--- config.mk ---
export PLATFORM = sky130hd
export DESIGN_NAME = memory_arbiter
export DESIGN_NICKNAME = d
export VERILOG_FILES = /design/src/rtl/cpu_types_pkg.sv /design/src/rtl/memory_arbiter.sv
export SDC_FILE = /design/constraint.sdc
export NUM_CORES = 1
export LEC_CHECK = 0
export ABC_AREA = 1
export BUFFER_PORTS_ARGS = -buffer_cell sky130_fd_sc_hd__buf_2
export CORE_AREA = 2 2 105 107
export CTS_BUF_LIST = sky130_fd_sc_hd__clkbuf_8
export DETAILED_ROUTE_END_ITERATION = 10
export DIE_AREA = 0 0 107 109
export PLACE_DENSITY_LB_ADDON = 0.1
export SYNTH_ARGS = -nofsm -noshare
export SYNTH_HDL_FRONTEND = slang
export SYNTH_SLANG_ARGS = --single-unit
--- constraint.sdc ---
create_clock -name CLK -period 2 [get_ports CLK]
set_input_delay 0.2 -clock CLK [delete_from_list [all_inputs] [get_ports CLK]]
set_output_delay 0.2 -clock CLK [all_outputs]
set_load 0.05 [all_outputs]
--- src/rtl/cpu_types_pkg.sv ---
// Shared CPU type definitions: RAM handshake, machine word, and memory arbiter
// FSM/grant types visible to the datapath debug logic and testbenches.
package cpu_types_pkg;

    typedef logic [31:0] word_t;

    typedef enum logic [1:0] {
        FREE   = 2'd0,
        BUSY   = 2'd1,
        ACCESS = 2'd2,
        ERROR  = 2'd3
    } ramstate_t;

    typedef enum logic [2:0] {
        IDLE    = 3'd0,
        IFETCH  = 3'd1,
        DACCESS = 3'd2,
        HALTED  = 3'd3,
        FAULT   = 3'd4
    } arbState_t;

    typedef enum logic {
        GRANT_I = 1'b0,
        GRANT_D = 1'b1
    } grant_t;

endpackage

--- src/rtl/memory_arbiter.sv ---
// Shares one RAM port between instruction fetch and data access, alternating
// under contention, retrying RAM errors up to MAX_RETRY and parking on halt.
module memory_arbiter
    import cpu_types_pkg::*;
#(
    parameter int MAX_RETRY = 3
) (
    input  logic      CLK,
    input  logic      RST,
    input  logic      iREN,
    input  word_t     iaddr,
    input  logic      dREN,
    input  logic      dWEN,
    input  word_t     daddr,
    input  word_t     dstore,
    input  logic      halt,
    output logic      ihit,
    output logic      dhit,
    output word_t     iload,
    output word_t     dload,
    output logic      ramREN,
    output logic      ramWEN,
    output word_t     ramaddr,
    output word_t     ramstore,
    input  word_t     ramload,
    input  ramstate_t ramstate,
    output logic      halted,
    output logic      fault
);

    localparam int CNT_W = $clog2(MAX_RETRY + 1);
    localparam logic [CNT_W-1:0] LAST_TRY = CNT_W'(MAX_RETRY - 1);
    localparam logic [CNT_W-1:0] CNT_MAX  = {CNT_W{1'b1}};

    arbState_t        state;
    arbState_t        next_state;
    grant_t           last_grant;
    logic [CNT_W-1:0] retry_cnt;
    logic             is_write;
    logic             data_req;
    logic             grant_i;
    logic             grant_d;
    logic             retry_err;

    assign data_req = dREN | dWEN;

    // NOTE: every signal gets a default before the case so no path leaves it
    // unassigned; otherwise synthesis infers a latch.
    always_comb begin
        next_state = state;
        grant_i    = 1'b0;
        grant_d    = 1'b0;
        retry_err  = 1'b0;
        unique case (state)
            IDLE: begin
                if (halt && !data_req) begin
                    next_state = HALTED;
                end else if (data_req && (last_grant == GRANT_I || !iREN)) begin
                    next_state = DACCESS;
                    grant_d    = 1'b1;
                end else if (iREN) begin
                    next_state = IFETCH;
                    grant_i    = 1'b1;
                end
            end
            IFETCH, DACCESS: begin
                if (ramstate == ACCESS) begin
                    next_state = IDLE;
                end else if (ramstate == ERROR) begin
                    if (retry_cnt == LAST_TRY) next_state = FAULT;
                    else                       retry_err  = 1'b1;
                end
            end
            default: ;
        endcase
    end

    // NOTE: registered state uses non-blocking assignments so every flop
    // samples pre-edge values regardless of statement order.
    always_ff @(posedge CLK) begin
        if (RST) state <= IDLE;
        else     state <= next_state;
    end

    always_ff @(posedge CLK) begin
        if (RST) begin
            last_grant <= GRANT_I;
            retry_cnt  <= '0;
            ramaddr    <= '0;
            ramstore   <= '0;
            is_write   <= 1'b0;
        end else begin
            if (grant_i) begin
                ramaddr    <= iaddr;
                is_write   <= 1'b0;
                retry_cnt  <= '0;
                last_grant <= GRANT_I;
            end else if (grant_d) begin
                ramaddr    <= daddr;
                ramstore   <= dstore;
                is_write   <= dWEN;
                retry_cnt  <= '0;
                last_grant <= GRANT_D;
            end else if (retry_err && retry_cnt != CNT_MAX) begin
                retry_cnt <= retry_cnt + 1'b1;
            end
        end
    end

    assign ramREN = (state == IFETCH) || (state == DACCESS && !is_write);
    assign ramWEN = (state == DACCESS) && is_write;

    // A transaction abandoned by reset must not report completion.
    assign ihit  = (state == IFETCH)  && (ramstate == ACCESS) && !RST;
    assign dhit  = (state == DACCESS) && (ramstate == ACCESS) && !RST;
    assign iload = ihit ? ramload : '0;
    assign dload = dhit ? ramload : '0;

    assign halted = (state == HALTED);
    assign fault  = (state == FAULT);

endmodule

# After elaboration in Yosys (flattened, before gate mapping)
# Index checks and enable logic that the tools add are counted.
# totals
mem_bits_ro	0
regBits	71
latch_bits	0
mem_bits_rw	0
word_cells	66
mem_count	0
input_bits	136
out_inout_bits	134
# op_classes
div_mod_pow	0
n_lt_le_gt_ge	0
n_bitwise	3
eq_ne	11
n_addsub	1
n_mul	0
shifts	0
muxes	22
reduce_logical	23
# op_table
op	n
$mux W32	4
$mux W3	6
$mux W1	11
$logic_and A1 B1 Y1	9
$eq A2 B2 Y1 const B	3
$eq A3 B2 Y1 const B	2
$ne A3 B3 Y1 const B	2
$pmux W3 S2	1
$logic_not A1 Y1	4
$ne A4 B4 Y1 const B	1
$reduce_and A4 Y1	1
$reduce_bool A2 Y1	2
$reduce_or A2 Y1	2
$eq A3 B1 Y1 const B	1
$eq A3 B3 Y1 const B	1
$logic_not A3 Y1	1
$reduce_or A3 Y1	1
$add A2 B1 Y2 const B	1
$logic_or A1 B1 Y1	2
$ne A2 B2 Y1 const B	1
$not A1 Y1	2
$reduce_and A2 Y1	1
$or A1 B1 Y1	1

# Depth between registers and ports, before layout
# depth
ltp_word	8
depth_mapped	9
depth_no_buf	9

# Worst setup path after synthesis
# Ideal clock, no wire load.
# synth_path
kind	reg2out
start	register state[0]
end	output port dload[10]
n_path_buf	1
t_required_ns	1.800
path_slack_ns	-0.900
stages_incl_launch_ff	7
arrival_ns	2.700
cell_sequence	dfxtp_1 nor2_1 nand2_2 nor3_1 inv_2 buf_2 nor2_1
# synth_between
elab_chain_len	4
# synth_rtl
item	line	rtl
start, declared	memory_arbiter.sv:35	arbState_t state;
start signal, assigned	memory_arbiter.sv:82	else state <= next_state;
$eq A3 B2 Y1	memory_arbiter.sv:115	assign dhit = (state == DACCESS) && (ramstate == ACCESS) && !RST;
$logic_and A1 B1 Y1 (2 in a row)	memory_arbiter.sv:115	
named net dhit	memory_arbiter.sv:18	output logic dhit,
$mux W32	memory_arbiter.sv:117	assign dload = dhit ? ramload : '0;
end, declared	memory_arbiter.sv:20	output word_t dload,
# The timed path passes the listed nets, and every way through them passes these cells.

# Final worst setup path
# layout_path
start	register state[2]
end	output port iload[21]
# layout_between
elab_chain_len	4
# layout_rtl
item	line	rtl
$eq A3 B1 Y1	memory_arbiter.sv:114	assign ihit = (state == IFETCH) && (ramstate == ACCESS) && !RST;
$logic_and A1 B1 Y1 (2 in a row)	memory_arbiter.sv:114	
$mux W32	memory_arbiter.sv:116	assign iload = ihit ? ramload : '0;
end, declared	memory_arbiter.sv:19	output word_t iload,
# No other way between the ends.

==> results.md <==
* Nets at just over 900
* Worst reg2reg startpoint: state[2]$_SDFFE_PP0P_
* Die W at about 110 um
* Area of the multi-input gates at ~0.0020 mm^2
* Final Power at 8.329 mW
* Leakage power at 3.094 nW
* Ys async rst share at 0
* Wirelength, routed at roughly 13000 um
* Die area at 0.01166 mm^2
* F_max at ~500 MHz
* #FFs+latches synth at 71
* PortBufs at between 200 and 300
* CP bufs+invs at 4
* I/O pin count at 270
* Synth Area per Inst at around 6.6 um^2
* Layout cell share with drive strength beyond 1 at 0.4747
* Fillers at 1000
* Final Hold Violating Endpoints at 0
* CP cell instances: inv_4 > nand3_4 > nor3_4 > clkinv_4 > clkbuf_16 > nor2_4 > buf_6
* Delay-heaviest family, CP: buffers and inverters
* Maximum root-to-sink buffer count at 2
* ANT nets after route at 0
* Unrepaired setup endpoints after global routing: yes
* Mapped Area at 0.003384 mm^2
* Max FO, Critical Path at 8
* Vias in the first global route at about 3700
* Max-cap viol count at 0
* Critical Path RT at 1.80 ns
* Critical-path top delay cell: dfxtp_4
* Minimum clock period at between 2 and 2.5 ns
* EDFF count, synth at 0
* Sequential area share after synthesis at 0.4200
* Ant. Diodes at 0
* Hold endpoint: ramstore[9]$_SDFFE_PP0P_
* Mapped Cells at just over 500
* 1st-pass router iterations at 5
* Crit path arrival time at between 1.5 and 2 ns
* GPL Wtd Cong at between 0.7 and 0.8
* Register area at between 0.001 and 0.0015 mm^2
* Starting density of the core at 0.3192
* Wire per inst at 13.80 um
* Routed via count at 4235
* Pwr/cell area at ~1400 mW/mm^2
* Slew @ Worst Pin at 0.7326 ns
* Status: finished with violations
* Area grow syn2layout at 75.08%
* Clock transition at path regs at around 0.08 ns
* Die Ht at around 110 um
* Later-pin clock latency in the skew report at between 0.3 and 0.4 ns
* Tcrit/Tclk final at 1.001
* DR iter-0 viols at 208
* Hold-fix buffers, CTS at 0
* CTS tree: yes
* # DRC at 0
* R2r worst-path depth at 7
* Total gr overflow at 0
* Max rail drop VDD at around 0.0010 V
* Synth warn at 0
* H-tree depth at 3
* Initial antenna violation count at 0
* Failing checks: negative setup slack
* Largest net degree at the start of global routing at 37
* Crit path kind: reg2out
* Min-Delay Path Depth at 3
* CTS Buf Count at 9
* Vias/cell at about 4.5
* HPWL after detailed placement at between 8000 and 9000 um
* Hold/Removal Path Class: in2reg
* Dominant synthesized flop cell: dfxtp_1
* Setup TNS at -0.002652 ns
* CP startpoint kind: flop
* Max incr delay on CP at approximately 0.37 ns
* Post-synthesis net count at 648
* Final setup viols at 2
* Worst setup margin at -0.001814 ns
* Relative slew slack at 0.5104
* CTS sink count at between 70 and 80
* First-pass GRT wire length at 17390 um
* Worst R2R End: retry_cnt[0]$_SDFFE_PP0P_
* CTS root buffer: clkbuf_8
* Critical hold path startpoint: dstore[9]
* FF-to-FF setup slack at ~0.28 ns
* Row count at 38
* Core outline area at 0.01060 mm^2
* Total track usage at 0.1882
* Pins Over Slew Limit at 0
* Clk_skew at roughly 0.012 ns
* CP Capture Type: primary output
* Yosys cell types at 25
placed cells by master, fill, tap and decap left out, drive strengths merged:
master / n
a21boi: 22
a21oi: 35
buf: 282
bufinv: 2
clkbuf: 21
clkinv: 4
clkinvlp: 1
dfxtp: 71
ha: 2
inv: 46
nand2: 100
nand3: 6
nand3b: 1
nor2: 157
nor3: 4
o21a: 1
o21ai: 36
or2: 1
layer usage:
metal	routed length, um	up-vias	global-route usage	part of all wire
li1	-	2129	-	-
met1	4795	1912	0.2034	0.37
met2	6713	169	0.3449	0.52
met3	1051	25	0.06097	0.082
met4	299	0	0.06679	0.023
met5	0	-	0	0
worst register-to-register path: stages (launching register included):
cell     delay [ns]
dfxtp_4        0.39
inv_4          0.05
buf_4          0.14
nand2_2        0.11
nor2_4         0.08
nor2_4         0.60
nand2_1        0.14
a21oi_1        0.15
layout make-up:
class | instances | area share
multi-input combinational | 365 | 0.3330
clock inverter | 6 | 0.01436
timing repair inverter | 2 | 0.002956
tap | 140 | 0.02956
sequential | 71 | 0.2407
clock buffer | 10 | 0.02323
timing repair buffer | 293 | 0.3256
inverter | 45 | 0.03062
registers in the layout (all words and copies together) (netlist names):
| name | flops |
|---|---|
| ramaddr | 32 |
| ramstore | 32 |
| state | 3 |
| retry_cnt | 2 |
| is_write | 1 |
| last_grant | 1 |
synth_stat cells (all sizes together) (2+ instances only):
library cell	number	area (um^2)
a21boi	22	165.2
a21oi	35	175.2
buf	19	125.1
clkbuf	10	38.78
dfxtp	71	1421
ha	2	25.02
inv	45	168.9
nand2	100	385.4
nand3	6	30.03
nor2	157	619.3
nor3	4	25.02
o21ai	36	183.9
cell families (layout without fill, tap and decap cells):
family	count (synthesis)	after routing	share of synthesized area
AO/OA/AOI/OAI	94	94	0.1571
buffers and inverters	74	356	0.09833
flip-flops	71	71	0.4200
adder cells (fa/ha/maj)	2	2	0.007393
AND/OR/NAND/NOR	269	269	0.3172
metrics by stage:
| step | std cells | worst slack, ns | util | hold slack (ns) | instance area, um^2 |
|---|---|---|---|---|---|
| detailed placement | 903 | 0.1792 | 0.4822 | 0.4268 | 5112 |
| floorplan | 510 | -0.1693 | - | 0.3349 | 3640 |
| finish | 932 | -0.001814 | 0.5589 | 0.07051 | 5926 |
| CTS | 919 | 0.002705 | 0.5117 | 0.05458 | 5425 |
| global placement | 903 | 0.2486 | 0.4822 | 0.4219 | 5112 |
| global route | 932 | -0.07881 | 0.5589 | 0.04978 | 5926 |
where the power goes:
part / internal, mW / switching (mW) / total, mW / leakage, nW
logic: 1.19 / 3.60 / 4.79 / 2.39
clock network: 0.732 / 0.543 / 1.27 / 0.114
registers: 1.99 / 0.273 / 2.27 / 0.587
total: 3.92 / 4.41 / 8.33 / 3.09
worst max-delay path by stage:
| stage | from | endpoint | slack, ns | cells after the start |
|---|---|---|---|---|
| 2_1_floorplan | state[0]$_SDFFE_PP0P_ | dload[10] | -0.17 | 6 |
| 3_3_place_gp | state[2]$_SDFFE_PP0P_ | iload[4] | 0.25 | 7 |
| 3_5_place_dp | state[2]$_SDFFE_PP0P_ | iload[4] | 0.18 | 7 |
| 4_1_cts | state[0]$_SDFFE_PP0P_ | dload[1] | 0.003 | 7 |
| 5_1_grt | state[0]$_SDFFE_PP0P_ | dload[28] | -0.08 | 9 |
| 6_report | state[2]$_SDFFE_PP0P_ | iload[21] | -0.002 | 7 |
timing repair:
item | 4_1_cts | 5_1_grt
endpoints found under the setup margin | 61 | 59
buffers inserted | 0 | 10
gates resized for setup | 35 | 136
pin swaps | 1 | 4
cloned | 0 | 3
No activity file was read; power rests on OpenSTA's default activity.
